[src/rtl/axi4_pkg.sv]
// Shared AXI4 definitions for the 2:1 round-robin arbiter slice.
package axi4_pkg;

  localparam int DEF_ID_W   = 4;
  localparam int DEF_ADDR_W = 32;
  localparam int DEF_DATA_W = 64;

  localparam logic [1:0] AXI_RESP_OKAY   = 2'b00;
  localparam logic [1:0] AXI_RESP_SLVERR = 2'b10;

  typedef enum logic [1:0] {
    RD_IDLE = 2'd0,
    RD_ADDR = 2'd1,
    RD_DATA = 2'd2
  } rd_state_e;

  typedef enum logic [1:0] {
    WR_IDLE = 2'd0,
    WR_ADDR = 2'd1,
    WR_DATA = 2'd2,
    WR_RESP = 2'd3
  } wr_state_e;

endpackage

[src/rtl/axi4_rr_arbiter_2to1_if.sv]
// One AXI4 port: the five channels, with a manager-side (master) and a
// subordinate-side (slave) view.
interface axi4_rr_arbiter_2to1_if #(
  parameter int ID_W   = axi4_pkg::DEF_ID_W,
  parameter int ADDR_W = axi4_pkg::DEF_ADDR_W,
  parameter int DATA_W = axi4_pkg::DEF_DATA_W
);
  localparam int STRB_W = DATA_W / 8;

  logic              arvalid;
  logic              arready;
  logic [ID_W-1:0]   arid;
  logic [ADDR_W-1:0] araddr;
  logic [7:0]        arlen;
  logic [2:0]        arsize;
  logic [1:0]        arburst;

  logic              rvalid;
  logic              rready;
  logic [ID_W-1:0]   rid;
  logic [DATA_W-1:0] rdata;
  logic [1:0]        rresp;
  logic              rlast;

  logic              awvalid;
  logic              awready;
  logic [ID_W-1:0]   awid;
  logic [ADDR_W-1:0] awaddr;
  logic [7:0]        awlen;
  logic [2:0]        awsize;
  logic [1:0]        awburst;

  logic              wvalid;
  logic              wready;
  logic [DATA_W-1:0] wdata;
  logic [STRB_W-1:0] wstrb;
  logic              wlast;

  logic              bvalid;
  logic              bready;
  logic [ID_W-1:0]   bid;
  logic [1:0]        bresp;

  modport master (
    output arvalid, arid, araddr, arlen, arsize, arburst,
    input  arready,
    input  rvalid, rid, rdata, rresp, rlast,
    output rready,
    output awvalid, awid, awaddr, awlen, awsize, awburst,
    input  awready,
    output wvalid, wdata, wstrb, wlast,
    input  wready,
    input  bvalid, bid, bresp,
    output bready
  );

  modport slave (
    input  arvalid, arid, araddr, arlen, arsize, arburst,
    output arready,
    output rvalid, rid, rdata, rresp, rlast,
    input  rready,
    input  awvalid, awid, awaddr, awlen, awsize, awburst,
    output awready,
    input  wvalid, wdata, wstrb, wlast,
    output wready,
    output bvalid, bid, bresp,
    input  bready
  );

endinterface

[src/rtl/rr_grant2.sv]
// Two-requester round-robin pick: returns the index of the winner.
module rr_grant2 (
  input  logic [1:0] req,
  input  logic       ptr,
  output logic       gnt
);

  // A contested request goes to the pointer; otherwise to whoever is asking.
  always_comb begin
    gnt = 1'b0;
    if (req == 2'b11) begin
      gnt = ptr;
    end else if (req[1]) begin
      gnt = 1'b1;
    end
  end

endmodule

[src/rtl/axi4_rr_arbiter_2to1.sv]
// Shares one AXI4 manager port between m0 (fetch) and m1 (load/store).
// Reads and writes are arbitrated independently; a grant is held for a
// whole transaction and routing depends only on the registered grant.
module axi4_rr_arbiter_2to1
  import axi4_pkg::*;
#(
  parameter int ID_W   = DEF_ID_W,
  parameter int ADDR_W = DEF_ADDR_W,
  parameter int DATA_W = DEF_DATA_W
) (
  input  logic                          clock,
  input  logic                          reset,
  axi4_rr_arbiter_2to1_if.slave         m0,
  axi4_rr_arbiter_2to1_if.slave         m1,
  axi4_rr_arbiter_2to1_if.master        out
);

  localparam int STRB_W = DATA_W / 8;

  rd_state_e rd_state_q, rd_state_d;
  logic      rgrant_q, rgrant_d;
  logic      rr_ptr_q, rr_ptr_d;
  logic      rd_pick;

  wr_state_e wr_state_q, wr_state_d;
  logic      wgrant_q, wgrant_d;
  logic      wr_ptr_q, wr_ptr_d;
  logic      wr_pick;

  logic              sel_arvalid;
  logic [ID_W-1:0]   sel_arid;
  logic [ADDR_W-1:0] sel_araddr;
  logic [7:0]        sel_arlen;
  logic [2:0]        sel_arsize;
  logic [1:0]        sel_arburst;
  logic              sel_rready;

  logic              sel_awvalid;
  logic [ID_W-1:0]   sel_awid;
  logic [ADDR_W-1:0] sel_awaddr;
  logic [7:0]        sel_awlen;
  logic [2:0]        sel_awsize;
  logic [1:0]        sel_awburst;
  logic              sel_wvalid;
  logic [DATA_W-1:0] sel_wdata;
  logic [STRB_W-1:0] sel_wstrb;
  logic              sel_wlast;
  logic              sel_bready;

  logic ar_hs, r_done, aw_hs, w_done, b_hs;

  rr_grant2 u_rd_pick (
    .req ({m1.arvalid, m0.arvalid}),
    .ptr (rr_ptr_q),
    .gnt (rd_pick)
  );

  rr_grant2 u_wr_pick (
    .req ({m1.awvalid, m0.awvalid}),
    .ptr (wr_ptr_q),
    .gnt (wr_pick)
  );

  // Read-side registers: FSM state, grant owner and round-robin pointer.
  always_ff @(posedge clock) begin
    if (reset) begin
      rd_state_q <= RD_IDLE;
      rgrant_q   <= 1'b0;
      rr_ptr_q   <= 1'b0;
    end else begin
      rd_state_q <= rd_state_d;
      rgrant_q   <= rgrant_d;
      rr_ptr_q   <= rr_ptr_d;
    end
  end

  // Read FSM next state and AR/R routing; nothing is forwarded while idle.
  always_comb begin
    rd_state_d  = rd_state_q;
    rgrant_d    = rgrant_q;
    rr_ptr_d    = rr_ptr_q;
    ar_hs       = 1'b0;
    r_done      = 1'b0;

    sel_arvalid = rgrant_q ? m1.arvalid : m0.arvalid;
    sel_arid    = rgrant_q ? m1.arid    : m0.arid;
    sel_araddr  = rgrant_q ? m1.araddr  : m0.araddr;
    sel_arlen   = rgrant_q ? m1.arlen   : m0.arlen;
    sel_arsize  = rgrant_q ? m1.arsize  : m0.arsize;
    sel_arburst = rgrant_q ? m1.arburst : m0.arburst;
    sel_rready  = rgrant_q ? m1.rready  : m0.rready;

    out.arvalid = 1'b0;
    out.arid    = '0;
    out.araddr  = '0;
    out.arlen   = '0;
    out.arsize  = '0;
    out.arburst = '0;
    out.rready  = 1'b0;

    m0.arready = 1'b0;
    m1.arready = 1'b0;
    m0.rvalid  = 1'b0;
    m0.rid     = '0;
    m0.rdata   = '0;
    m0.rresp   = '0;
    m0.rlast   = 1'b0;
    m1.rvalid  = 1'b0;
    m1.rid     = '0;
    m1.rdata   = '0;
    m1.rresp   = '0;
    m1.rlast   = 1'b0;

    case (rd_state_q)
      RD_IDLE: begin
        if (m0.arvalid || m1.arvalid) begin
          rgrant_d   = rd_pick;
          rd_state_d = RD_ADDR;
        end
      end
      RD_ADDR: begin
        out.arvalid = sel_arvalid;
        out.arid    = sel_arid;
        out.araddr  = sel_araddr;
        out.arlen   = sel_arlen;
        out.arsize  = sel_arsize;
        out.arburst = sel_arburst;
        m0.arready  = ~rgrant_q & out.arready;
        m1.arready  = rgrant_q & out.arready;
        ar_hs       = sel_arvalid & out.arready;
        if (ar_hs) begin
          rd_state_d = RD_DATA;
        end
      end
      RD_DATA: begin
        out.rready = sel_rready;
        if (rgrant_q) begin
          m1.rvalid = out.rvalid;
          m1.rid    = out.rid;
          m1.rdata  = out.rdata;
          m1.rresp  = out.rresp;
          m1.rlast  = out.rlast;
        end else begin
          m0.rvalid = out.rvalid;
          m0.rid    = out.rid;
          m0.rdata  = out.rdata;
          m0.rresp  = out.rresp;
          m0.rlast  = out.rlast;
        end
        r_done = out.rvalid & sel_rready & out.rlast;
        if (r_done) begin
          rr_ptr_d   = ~rgrant_q;
          rd_state_d = RD_IDLE;
        end
      end
      default: rd_state_d = RD_IDLE;
    endcase
  end

  // Write-side registers: FSM state, grant owner and round-robin pointer.
  always_ff @(posedge clock) begin
    if (reset) begin
      wr_state_q <= WR_IDLE;
      wgrant_q   <= 1'b0;
      wr_ptr_q   <= 1'b0;
    end else begin
      wr_state_q <= wr_state_d;
      wgrant_q   <= wgrant_d;
      wr_ptr_q   <= wr_ptr_d;
    end
  end

  // Write FSM next state and AW/W/B routing; W is only opened after AW is accepted.
  always_comb begin
    wr_state_d  = wr_state_q;
    wgrant_d    = wgrant_q;
    wr_ptr_d    = wr_ptr_q;
    aw_hs       = 1'b0;
    w_done      = 1'b0;
    b_hs        = 1'b0;

    sel_awvalid = wgrant_q ? m1.awvalid : m0.awvalid;
    sel_awid    = wgrant_q ? m1.awid    : m0.awid;
    sel_awaddr  = wgrant_q ? m1.awaddr  : m0.awaddr;
    sel_awlen   = wgrant_q ? m1.awlen   : m0.awlen;
    sel_awsize  = wgrant_q ? m1.awsize  : m0.awsize;
    sel_awburst = wgrant_q ? m1.awburst : m0.awburst;
    sel_wvalid  = wgrant_q ? m1.wvalid  : m0.wvalid;
    sel_wdata   = wgrant_q ? m1.wdata   : m0.wdata;
    sel_wstrb   = wgrant_q ? m1.wstrb   : m0.wstrb;
    sel_wlast   = wgrant_q ? m1.wlast   : m0.wlast;
    sel_bready  = wgrant_q ? m1.bready  : m0.bready;

    out.awvalid = 1'b0;
    out.awid    = '0;
    out.awaddr  = '0;
    out.awlen   = '0;
    out.awsize  = '0;
    out.awburst = '0;
    out.wvalid  = 1'b0;
    out.wdata   = '0;
    out.wstrb   = '0;
    out.wlast   = 1'b0;
    out.bready  = 1'b0;

    m0.awready = 1'b0;
    m1.awready = 1'b0;
    m0.wready  = 1'b0;
    m1.wready  = 1'b0;
    m0.bvalid  = 1'b0;
    m0.bid     = '0;
    m0.bresp   = '0;
    m1.bvalid  = 1'b0;
    m1.bid     = '0;
    m1.bresp   = '0;

    case (wr_state_q)
      WR_IDLE: begin
        if (m0.awvalid || m1.awvalid) begin
          wgrant_d   = wr_pick;
          wr_state_d = WR_ADDR;
        end
      end
      WR_ADDR: begin
        out.awvalid = sel_awvalid;
        out.awid    = sel_awid;
        out.awaddr  = sel_awaddr;
        out.awlen   = sel_awlen;
        out.awsize  = sel_awsize;
        out.awburst = sel_awburst;
        m0.awready  = ~wgrant_q & out.awready;
        m1.awready  = wgrant_q & out.awready;
        aw_hs       = sel_awvalid & out.awready;
        if (aw_hs) begin
          wr_state_d = WR_DATA;
        end
      end
      WR_DATA: begin
        out.wvalid = sel_wvalid;
        out.wdata  = sel_wdata;
        out.wstrb  = sel_wstrb;
        out.wlast  = sel_wlast;
        m0.wready  = ~wgrant_q & out.wready;
        m1.wready  = wgrant_q & out.wready;
        w_done     = sel_wvalid & out.wready & sel_wlast;
        if (w_done) begin
          wr_state_d = WR_RESP;
        end
      end
      WR_RESP: begin
        out.bready = sel_bready;
        if (wgrant_q) begin
          m1.bvalid = out.bvalid;
          m1.bid    = out.bid;
          m1.bresp  = out.bresp;
        end else begin
          m0.bvalid = out.bvalid;
          m0.bid    = out.bid;
          m0.bresp  = out.bresp;
        end
        b_hs = out.bvalid & sel_bready;
        if (b_hs) begin
          wr_ptr_d   = ~wgrant_q;
          wr_state_d = WR_IDLE;
        end
      end
      default: wr_state_d = WR_IDLE;
    endcase
  end

endmodule
[src/flat_wrapper.sv]
// flat-port wrapper written by rule: the top's interface ports become plain ports
module axi4_rr_arbiter_2to1_flat import axi4_pkg::*;
#(
  parameter int ID_W   = DEF_ID_W,
  parameter int ADDR_W = DEF_ADDR_W,
  parameter int DATA_W = DEF_DATA_W
)
  (clock, reset, m0_arvalid, m0_arid, m0_araddr, m0_arlen, m0_arsize, m0_arburst, m0_arready, m0_rvalid, m0_rid, m0_rdata, m0_rresp, m0_rlast, m0_rready, m0_awvalid, m0_awid, m0_awaddr, m0_awlen, m0_awsize, m0_awburst, m0_awready, m0_wvalid, m0_wdata, m0_wstrb, m0_wlast, m0_wready, m0_bvalid, m0_bid, m0_bresp, m0_bready, m1_arvalid, m1_arid, m1_araddr, m1_arlen, m1_arsize, m1_arburst, m1_arready, m1_rvalid, m1_rid, m1_rdata, m1_rresp, m1_rlast, m1_rready, m1_awvalid, m1_awid, m1_awaddr, m1_awlen, m1_awsize, m1_awburst, m1_awready, m1_wvalid, m1_wdata, m1_wstrb, m1_wlast, m1_wready, m1_bvalid, m1_bid, m1_bresp, m1_bready, out_arvalid, out_arid, out_araddr, out_arlen, out_arsize, out_arburst, out_arready, out_rvalid, out_rid, out_rdata, out_rresp, out_rlast, out_rready, out_awvalid, out_awid, out_awaddr, out_awlen, out_awsize, out_awburst, out_awready, out_wvalid, out_wdata, out_wstrb, out_wlast, out_wready, out_bvalid, out_bid, out_bresp, out_bready);
  axi4_rr_arbiter_2to1_if #(.ID_W(ID_W), .ADDR_W(ADDR_W), .DATA_W(DATA_W)) m0_i ();
  axi4_rr_arbiter_2to1_if #(.ID_W(ID_W), .ADDR_W(ADDR_W), .DATA_W(DATA_W)) m1_i ();
  axi4_rr_arbiter_2to1_if #(.ID_W(ID_W), .ADDR_W(ADDR_W), .DATA_W(DATA_W)) out_i ();
  input  logic clock;
  input  logic reset;
  input wire logic [$bits(m0_i.arvalid)-1:0] m0_arvalid;
  input wire logic [$bits(m0_i.arid)-1:0] m0_arid;
  input wire logic [$bits(m0_i.araddr)-1:0] m0_araddr;
  input wire logic [$bits(m0_i.arlen)-1:0] m0_arlen;
  input wire logic [$bits(m0_i.arsize)-1:0] m0_arsize;
  input wire logic [$bits(m0_i.arburst)-1:0] m0_arburst;
  output wire logic [$bits(m0_i.arready)-1:0] m0_arready;
  output wire logic [$bits(m0_i.rvalid)-1:0] m0_rvalid;
  output wire logic [$bits(m0_i.rid)-1:0] m0_rid;
  output wire logic [$bits(m0_i.rdata)-1:0] m0_rdata;
  output wire logic [$bits(m0_i.rresp)-1:0] m0_rresp;
  output wire logic [$bits(m0_i.rlast)-1:0] m0_rlast;
  input wire logic [$bits(m0_i.rready)-1:0] m0_rready;
  input wire logic [$bits(m0_i.awvalid)-1:0] m0_awvalid;
  input wire logic [$bits(m0_i.awid)-1:0] m0_awid;
  input wire logic [$bits(m0_i.awaddr)-1:0] m0_awaddr;
  input wire logic [$bits(m0_i.awlen)-1:0] m0_awlen;
  input wire logic [$bits(m0_i.awsize)-1:0] m0_awsize;
  input wire logic [$bits(m0_i.awburst)-1:0] m0_awburst;
  output wire logic [$bits(m0_i.awready)-1:0] m0_awready;
  input wire logic [$bits(m0_i.wvalid)-1:0] m0_wvalid;
  input wire logic [$bits(m0_i.wdata)-1:0] m0_wdata;
  input wire logic [$bits(m0_i.wstrb)-1:0] m0_wstrb;
  input wire logic [$bits(m0_i.wlast)-1:0] m0_wlast;
  output wire logic [$bits(m0_i.wready)-1:0] m0_wready;
  output wire logic [$bits(m0_i.bvalid)-1:0] m0_bvalid;
  output wire logic [$bits(m0_i.bid)-1:0] m0_bid;
  output wire logic [$bits(m0_i.bresp)-1:0] m0_bresp;
  input wire logic [$bits(m0_i.bready)-1:0] m0_bready;
  input wire logic [$bits(m1_i.arvalid)-1:0] m1_arvalid;
  input wire logic [$bits(m1_i.arid)-1:0] m1_arid;
  input wire logic [$bits(m1_i.araddr)-1:0] m1_araddr;
  input wire logic [$bits(m1_i.arlen)-1:0] m1_arlen;
  input wire logic [$bits(m1_i.arsize)-1:0] m1_arsize;
  input wire logic [$bits(m1_i.arburst)-1:0] m1_arburst;
  output wire logic [$bits(m1_i.arready)-1:0] m1_arready;
  output wire logic [$bits(m1_i.rvalid)-1:0] m1_rvalid;
  output wire logic [$bits(m1_i.rid)-1:0] m1_rid;
  output wire logic [$bits(m1_i.rdata)-1:0] m1_rdata;
  output wire logic [$bits(m1_i.rresp)-1:0] m1_rresp;
  output wire logic [$bits(m1_i.rlast)-1:0] m1_rlast;
  input wire logic [$bits(m1_i.rready)-1:0] m1_rready;
  input wire logic [$bits(m1_i.awvalid)-1:0] m1_awvalid;
  input wire logic [$bits(m1_i.awid)-1:0] m1_awid;
  input wire logic [$bits(m1_i.awaddr)-1:0] m1_awaddr;
  input wire logic [$bits(m1_i.awlen)-1:0] m1_awlen;
  input wire logic [$bits(m1_i.awsize)-1:0] m1_awsize;
  input wire logic [$bits(m1_i.awburst)-1:0] m1_awburst;
  output wire logic [$bits(m1_i.awready)-1:0] m1_awready;
  input wire logic [$bits(m1_i.wvalid)-1:0] m1_wvalid;
  input wire logic [$bits(m1_i.wdata)-1:0] m1_wdata;
  input wire logic [$bits(m1_i.wstrb)-1:0] m1_wstrb;
  input wire logic [$bits(m1_i.wlast)-1:0] m1_wlast;
  output wire logic [$bits(m1_i.wready)-1:0] m1_wready;
  output wire logic [$bits(m1_i.bvalid)-1:0] m1_bvalid;
  output wire logic [$bits(m1_i.bid)-1:0] m1_bid;
  output wire logic [$bits(m1_i.bresp)-1:0] m1_bresp;
  input wire logic [$bits(m1_i.bready)-1:0] m1_bready;
  output wire logic [$bits(out_i.arvalid)-1:0] out_arvalid;
  output wire logic [$bits(out_i.arid)-1:0] out_arid;
  output wire logic [$bits(out_i.araddr)-1:0] out_araddr;
  output wire logic [$bits(out_i.arlen)-1:0] out_arlen;
  output wire logic [$bits(out_i.arsize)-1:0] out_arsize;
  output wire logic [$bits(out_i.arburst)-1:0] out_arburst;
  input wire logic [$bits(out_i.arready)-1:0] out_arready;
  input wire logic [$bits(out_i.rvalid)-1:0] out_rvalid;
  input wire logic [$bits(out_i.rid)-1:0] out_rid;
  input wire logic [$bits(out_i.rdata)-1:0] out_rdata;
  input wire logic [$bits(out_i.rresp)-1:0] out_rresp;
  input wire logic [$bits(out_i.rlast)-1:0] out_rlast;
  output wire logic [$bits(out_i.rready)-1:0] out_rready;
  output wire logic [$bits(out_i.awvalid)-1:0] out_awvalid;
  output wire logic [$bits(out_i.awid)-1:0] out_awid;
  output wire logic [$bits(out_i.awaddr)-1:0] out_awaddr;
  output wire logic [$bits(out_i.awlen)-1:0] out_awlen;
  output wire logic [$bits(out_i.awsize)-1:0] out_awsize;
  output wire logic [$bits(out_i.awburst)-1:0] out_awburst;
  input wire logic [$bits(out_i.awready)-1:0] out_awready;
  output wire logic [$bits(out_i.wvalid)-1:0] out_wvalid;
  output wire logic [$bits(out_i.wdata)-1:0] out_wdata;
  output wire logic [$bits(out_i.wstrb)-1:0] out_wstrb;
  output wire logic [$bits(out_i.wlast)-1:0] out_wlast;
  input wire logic [$bits(out_i.wready)-1:0] out_wready;
  input wire logic [$bits(out_i.bvalid)-1:0] out_bvalid;
  input wire logic [$bits(out_i.bid)-1:0] out_bid;
  input wire logic [$bits(out_i.bresp)-1:0] out_bresp;
  output wire logic [$bits(out_i.bready)-1:0] out_bready;
  assign m0_i.arvalid = m0_arvalid;
  assign m0_i.arid = m0_arid;
  assign m0_i.araddr = m0_araddr;
  assign m0_i.arlen = m0_arlen;
  assign m0_i.arsize = m0_arsize;
  assign m0_i.arburst = m0_arburst;
  assign m0_arready = m0_i.arready;
  assign m0_rvalid = m0_i.rvalid;
  assign m0_rid = m0_i.rid;
  assign m0_rdata = m0_i.rdata;
  assign m0_rresp = m0_i.rresp;
  assign m0_rlast = m0_i.rlast;
  assign m0_i.rready = m0_rready;
  assign m0_i.awvalid = m0_awvalid;
  assign m0_i.awid = m0_awid;
  assign m0_i.awaddr = m0_awaddr;
  assign m0_i.awlen = m0_awlen;
  assign m0_i.awsize = m0_awsize;
  assign m0_i.awburst = m0_awburst;
  assign m0_awready = m0_i.awready;
  assign m0_i.wvalid = m0_wvalid;
  assign m0_i.wdata = m0_wdata;
  assign m0_i.wstrb = m0_wstrb;
  assign m0_i.wlast = m0_wlast;
  assign m0_wready = m0_i.wready;
  assign m0_bvalid = m0_i.bvalid;
  assign m0_bid = m0_i.bid;
  assign m0_bresp = m0_i.bresp;
  assign m0_i.bready = m0_bready;
  assign m1_i.arvalid = m1_arvalid;
  assign m1_i.arid = m1_arid;
  assign m1_i.araddr = m1_araddr;
  assign m1_i.arlen = m1_arlen;
  assign m1_i.arsize = m1_arsize;
  assign m1_i.arburst = m1_arburst;
  assign m1_arready = m1_i.arready;
  assign m1_rvalid = m1_i.rvalid;
  assign m1_rid = m1_i.rid;
  assign m1_rdata = m1_i.rdata;
  assign m1_rresp = m1_i.rresp;
  assign m1_rlast = m1_i.rlast;
  assign m1_i.rready = m1_rready;
  assign m1_i.awvalid = m1_awvalid;
  assign m1_i.awid = m1_awid;
  assign m1_i.awaddr = m1_awaddr;
  assign m1_i.awlen = m1_awlen;
  assign m1_i.awsize = m1_awsize;
  assign m1_i.awburst = m1_awburst;
  assign m1_awready = m1_i.awready;
  assign m1_i.wvalid = m1_wvalid;
  assign m1_i.wdata = m1_wdata;
  assign m1_i.wstrb = m1_wstrb;
  assign m1_i.wlast = m1_wlast;
  assign m1_wready = m1_i.wready;
  assign m1_bvalid = m1_i.bvalid;
  assign m1_bid = m1_i.bid;
  assign m1_bresp = m1_i.bresp;
  assign m1_i.bready = m1_bready;
  assign out_arvalid = out_i.arvalid;
  assign out_arid = out_i.arid;
  assign out_araddr = out_i.araddr;
  assign out_arlen = out_i.arlen;
  assign out_arsize = out_i.arsize;
  assign out_arburst = out_i.arburst;
  assign out_i.arready = out_arready;
  assign out_i.rvalid = out_rvalid;
  assign out_i.rid = out_rid;
  assign out_i.rdata = out_rdata;
  assign out_i.rresp = out_rresp;
  assign out_i.rlast = out_rlast;
  assign out_rready = out_i.rready;
  assign out_awvalid = out_i.awvalid;
  assign out_awid = out_i.awid;
  assign out_awaddr = out_i.awaddr;
  assign out_awlen = out_i.awlen;
  assign out_awsize = out_i.awsize;
  assign out_awburst = out_i.awburst;
  assign out_i.awready = out_awready;
  assign out_wvalid = out_i.wvalid;
  assign out_wdata = out_i.wdata;
  assign out_wstrb = out_i.wstrb;
  assign out_wlast = out_i.wlast;
  assign out_i.wready = out_wready;
  assign out_i.bvalid = out_bvalid;
  assign out_i.bid = out_bid;
  assign out_i.bresp = out_bresp;
  assign out_bready = out_i.bready;
  axi4_rr_arbiter_2to1 #(.ID_W(ID_W), .ADDR_W(ADDR_W), .DATA_W(DATA_W)) u_core (.clock(clock), .reset(reset), .m0(m0_i), .m1(m1_i), .out(out_i));
endmodule
[config.mk]
export PLATFORM = sky130hd
export DESIGN_NAME = axi4_rr_arbiter_2to1_flat
export DESIGN_NICKNAME = d
export VERILOG_FILES = /design/src/rtl/axi4_pkg.sv /design/src/rtl/axi4_rr_arbiter_2to1_if.sv /design/src/rtl/rr_grant2.sv /design/src/rtl/axi4_rr_arbiter_2to1.sv /design/src/flat_wrapper.sv
export SDC_FILE = /design/constraint.sdc
export NUM_CORES = 1
export LEC_CHECK = 0
export BUFFER_PORTS_ARGS = -buffer_cell sky130_fd_sc_hd__buf_4
export CELL_PAD_IN_SITES_DETAIL_PLACEMENT = 0
export CELL_PAD_IN_SITES_GLOBAL_PLACEMENT = 1
export CORE_AREA = 8 8 295 297
export CTS_CLUSTER_SIZE = 20
export DETAILED_ROUTE_END_ITERATION = 16
export DIE_AREA = 0 0 303 305
export GPL_TIMING_DRIVEN = 0
export PLACE_DENSITY_LB_ADDON = 0.08
export SETUP_SLACK_MARGIN = 0.05
export SLEW_MARGIN = 20
export SYNTH_ARGS = -nofsm -noshare
export SYNTH_HDL_FRONTEND = slang
export SYNTH_SLANG_ARGS = --single-unit
[constraint.sdc]
create_clock -name clock -period 4 [get_ports clock]
set_input_delay 0.4 -clock clock [delete_from_list [all_inputs] [get_ports clock]]
set_output_delay 0.4 -clock clock [all_outputs]
set_load 0.05 [all_outputs]
# ---- Yosys cells after proc, flatten, opt, wreduce, memory -nomap -nowiden
# Index checks and enable logic that the tools add are counted.
dict set report classes {
  n_eq_ne 14
  mux 87
  bitwise 15
  reduce_logical 10
}
# operator n
set op_table {}
lappend op_table {{2-to-1 mux 64 bit} 6}
lappend op_table {{2-to-1 mux 32 bit} 4}
lappend op_table {{2-to-1 mux 4 bit} 12}
lappend op_table {{2-to-1 mux 8 bit} 6}
lappend op_table {{2-to-1 mux 2 bit} 19}
lappend op_table {{2-to-1 mux 1 bit} 34}
lappend op_table {{inequality test 2 x 1 -> 1 bit (second input constant)} 7}
lappend op_table {{AND 1 bit} 13}
lappend op_table {{2-to-1 mux 3 bit} 4}
lappend op_table {{== test 2 bit (second input constant)} 5}
lappend op_table {{one-hot mux 2 bit (4 select lines)} 1}
lappend op_table {{AND reduction 2 bit} 4}
lappend op_table {{one-hot mux 2 bit (3 select lines)} 1}
lappend op_table {{== test 2 x 1 -> 1 bit (second input constant)} 2}
lappend op_table {{logical NOT 2 bit} 2}
lappend op_table {{AND reduction 4 bit} 1}
lappend op_table {{AND reduction 3 bit} 1}
lappend op_table {{logical OR 1 bit} 2}
lappend op_table {{NOT 1 bit} 2}
dict set report word_totals {
  register_bits 8
  output_inout_bits 340
  wordCells 132
}

# ---- Longest topological paths before layout
dict set report logic_depth {
  depth_word 5
  ltp_mapped 7
  depth_no_buf 5
}

# ---- Modules after synthesis
# A second synthesis with hierarchy kept.
dict set report hier_totals {
  cells_unflattened 641
  area_unflattened_um2 4546.9
}
# mod instances cells_each area_each_um2
set modules_own_cells {}
lappend modules_own_cells {axi4_rr_arbiter_2to1 1 637 4524.3}
lappend modules_own_cells {rr_grant2 2 2 11.3}

# ---- Worst setup path before layout
# Ideal clock, no wire load.
dict set report synth_timing {
  path_type {reg2out}
  from {register u_core.wr_state_q[0]}
  to {output port out_wdata[30]}
  arrival_ns 1.830
  setup_slack_ns 1.770
  stages_incl_launch_ff 6
  cell_sequence {dfxtp_1 inv_1 ha_1 clkbuf_1 clkbuf_1 nor2b_1}
}
dict set report synth_via {
  elab_chain_len 2
}
# item line
set synth_rtl {}
lappend synth_rtl {{from (decl)} axi4_rr_arbiter_2to1.sv:25} ;# wr_state_e wr_state_q, wr_state_d;
lappend synth_rtl {{from (signal assigned)} axi4_rr_arbiter_2to1.sv:167} ;# wr_state_q <= wr_state_d;
lappend synth_rtl {{== test 2 bit} axi4_rr_arbiter_2to1.sv:217} ;# case (wr_state_q)
lappend synth_rtl {{2-to-1 mux 64 bit} axi4_rr_arbiter_2to1.sv:217}
lappend synth_rtl {{to (decl)} flat_wrapper.sv:93} ;# output wire logic [$bits(out_i.wdata)-1:0] out_wdata;
# No other way between the ends.

# ---- Worst setup path in the final report
dict set report layout_timing {
  from {register u_core.wgrant_q}
  to {output port out_wdata[62]}
}
dict set report layout_via {
  elab_chain_len 2
}
# item line
set layout_rtl {}
lappend layout_rtl {{from (decl)} axi4_rr_arbiter_2to1.sv:26} ;# logic wgrant_q, wgrant_d;
lappend layout_rtl {{from (signal assigned)} axi4_rr_arbiter_2to1.sv:168} ;# wgrant_q <= wgrant_d;
lappend layout_rtl {{2-to-1 mux 64 bit} axi4_rr_arbiter_2to1.sv:189} ;# sel_wdata = wgrant_q ? m1.wdata : m0.wdata;
lappend layout_rtl {{2-to-1 mux 64 bit} axi4_rr_arbiter_2to1.sv:217}
# No other way between the ends.

==> flow_metrics.tcl <==
set metrics [dict create \
    status "finished, final reports clean" \
    cts_hold_buf 0 \
    fin_crit_sh 0.793 \
    finalSetupViolCount 0 \
    synth_flop_cell "dfxtp_1" \
    first_iter_violations 166 \
    worstHoldPathType "input pin to register" \
    drive_gt1_frac 0.568 \
    crit_top_cell "buf_2" \
    worstMarginPinSlew_ns 0.905 \
    area_growth_pct 161 \
    place_area_sq_mm 0.0117 \
    clock_skew_ns 0.000540 \
    yosysWarnings 0 \
    clockRootBuffer "clkbuf_16" \
    portBuffers 774 \
    track_usage 0.0982 \
    cp-end-kind "primary output" \
    worstPathMaxFanout 10 \
    dpl.hpwl_um 45200 \
    tns_ns 0 \
    grt_max_degree 11 \
    drt-total-wl_um 49400 \
    wl_per_cell_um 19.8 \
    clkLatencyLatePin_ns 0.24 \
    slew_headroom 0.394 \
    io_pins 776 \
    syn_area_sq_mm 0.00449 \
    critPathMaxStageDelay_ns 0.76 \
    synth_nets 1073 \
    fillers 9678 \
    vias 7498 \
    synth_edf_count 0 \
    synth_area_leaders "mux2i_1 (39%), and2_1 (21%), nor2b_1 (17%)" \
    final_cells 2495 \
    drt_first_pass_iters 4 \
    cp_slowest_cell "mux2i_1" \
    startpoint "u_core.wgrant_q" \
    grt_pass1_wl_um 64900 \
    worstPathArrival_ns 2.77 \
    placeableCoreArea_sq_mm 0.0826 \
    finalCriticalPeriod_ns 3.17 \
    layout.nets 1852 \
    dieArea_sq_mm 0.0924 \
    max_freq_ghz 0.315 \
    timing.rr.start "u_core.wgrant_q" \
    async_reset_ff_frac 0 \
    overflow 0 \
    cts.sinks 8 \
    htreeDepth 1 \
    rsz0062_at_grt "false" \
    syn_area_per_cell_sq_um 7.11 \
    p_leak_nw 5.67 \
    viasPerCell 3.01 \
    whs_ns 0.450 \
    gp_congestion 0.723 \
    slew_viol_final 0 \
    yosysTopAreaCellShare 0.390 \
    initial_utilization 0.0544 \
    ctsResizeCount 0 \
    drcViolationCount 0 \
    die_h_um 305 \
    antenna_found_initial 9 \
    yosysUniqueCellTypes 29 \
    worstHoldStart "m1_arvalid" \
    maxCapViolCount 0 \
    path_cells "buf_2 > buf_6 > buf_2 > buf_2 > mux2i_1 > nor2b_1 > buf_4" \
    worst_setup_path_start_kind "register" \
    cts_setup_buffers 0 \
    p_per_area_mw_per_mm2 326 \
    clkTransAtPathRegs_ns 0.04 \
    rows 106 \
    ys_seq_area_frac 0.0356 \
    numCtsBuffers 3 \
    synth.ff_latch_count 8 \
    final_area_sq_mm 0.0117 \
    hold_viol 0 \
    synthCells 632 \
    grt_pass1_vias 8117 \
    dieWidth_um 303 \
    antenna_left 0 \
    cts_tree "yes" \
    path_class "register to primary output" \
    yosys.area.top_type "mux2i_1" \
    clockBufferDepth 2 \
    vdd_drop_max_uv 151 \
    crit_required_ns 3.60 \
    postLayoutCoreUtil 0.142 \
    dpl.cell_count 2486 \
]
layer usage:
metal,GRT usage,part of all wire
met1,0.0896,0.32
met2,0.194,0.54
met3,0.0509,0.12
met4,0.0131,0.0092
met5,0,0.00026
cell families (layout without fill, tap and decap cells):
kind of cell / after synthesis / after routing / synth area share
muxes: 177 / 177 / 0.395
other: 0 / 6 / 0
adders and majority gates: 5 / 5 / 0.0139
AOI/OAI and AO/OA: 10 / 10 / 0.0181
buffers and inverters: 63 / 840 / 0.0599
DFF: 8 / 8 / 0.0356
and+or+nand+nor: 369 / 369 / 0.478
state kept, by name, indices dropped and copies added (netlist names):
signal and cells:
u_core.rd_state_q 2, u_core.rgrant_q 1, u_core.rr_ptr_q 1, u_core.wgrant_q 1, u_core.wr_ptr_q 1, u_core.wr_state_q 2
power breakdown:
group / switching (W) / leakage [nW] / internal (W)
Combinational: 0.00232 / 5.57 / 0.00122
Sequential: 0.0000105 / 0.0656 / 0.0000945
Clock: 0.0000500 / 0.0370 / 0.000130
Total: 0.00238 / 5.67 / 0.00145
final cells by class:
type	instances	area, sq um	share of cell area
plain buffers	56	243	0.0207
multi-input cells	561	4060	0.346
inverters	7	26.3	0.00224
flip-flops and latches	8	160	0.0136
diodes	6	15.0	0.00128
clock buffers	3	75.1	0.00639
repair buffers	774	5810	0.495
well taps	1080	1350	0.115
through the flow:
step,total power [W],setup slack (ns)
after detailed placement,0.00374,0.986
final,0.00382,0.827
after global placement,0.00377,1.01
after global routing,0.00406,0.602
after floorplan,0.00233,1.77
after CTS,0.00394,0.717
Yosys cell counts (all sizes together), types with 2 or more instances:
cell type and n:
and3 14, inv 7, nor2 60, clkbuf 32, dfxtp 8, nor2b 125, mux2 2, mux2i 175
ha 5, nand2b 4, buf 24, or4 2, o31ai 2, and2 151, a32oi 2, nor3 5
nand2 4
layout by cell type, fill, tap and decap left out, types with 3 or more instances in the layout:
cell type / n
nor2b_1: 125
mux2i_1: 175
nor2_1: 60
nor3_1: 5
buf_2: 20
and2_1: 151
and3_1: 14
nand2_1: 4
buf_1: 3
nand2b_1: 4
buf_4: 774
diode_2: 6
clkbuf_16: 3
clkbuf_1: 32
ha_1: 5
dfxtp_1: 8
inv_1: 7
worst paths after layout:
kind / to / slack [ns] / cells past startpoint
max: out_wdata[62] / 0.83 / 7
min: u_core.rgrant_q / 0.45 / 3
max reg2reg: u_core.wr_ptr_q / 2.04 / 7
min reg2reg: u_core.rd_state_q[0] / 0.49 / 1
critical path, delay by kind of cell (launching register included):
family	cells	cell delay, ns
buf+inv	5	1.35
mux	1	0.76
flops	1	0.30
simple gates	1	0.10
Note: power is estimated with default switching activity, not from simulation.
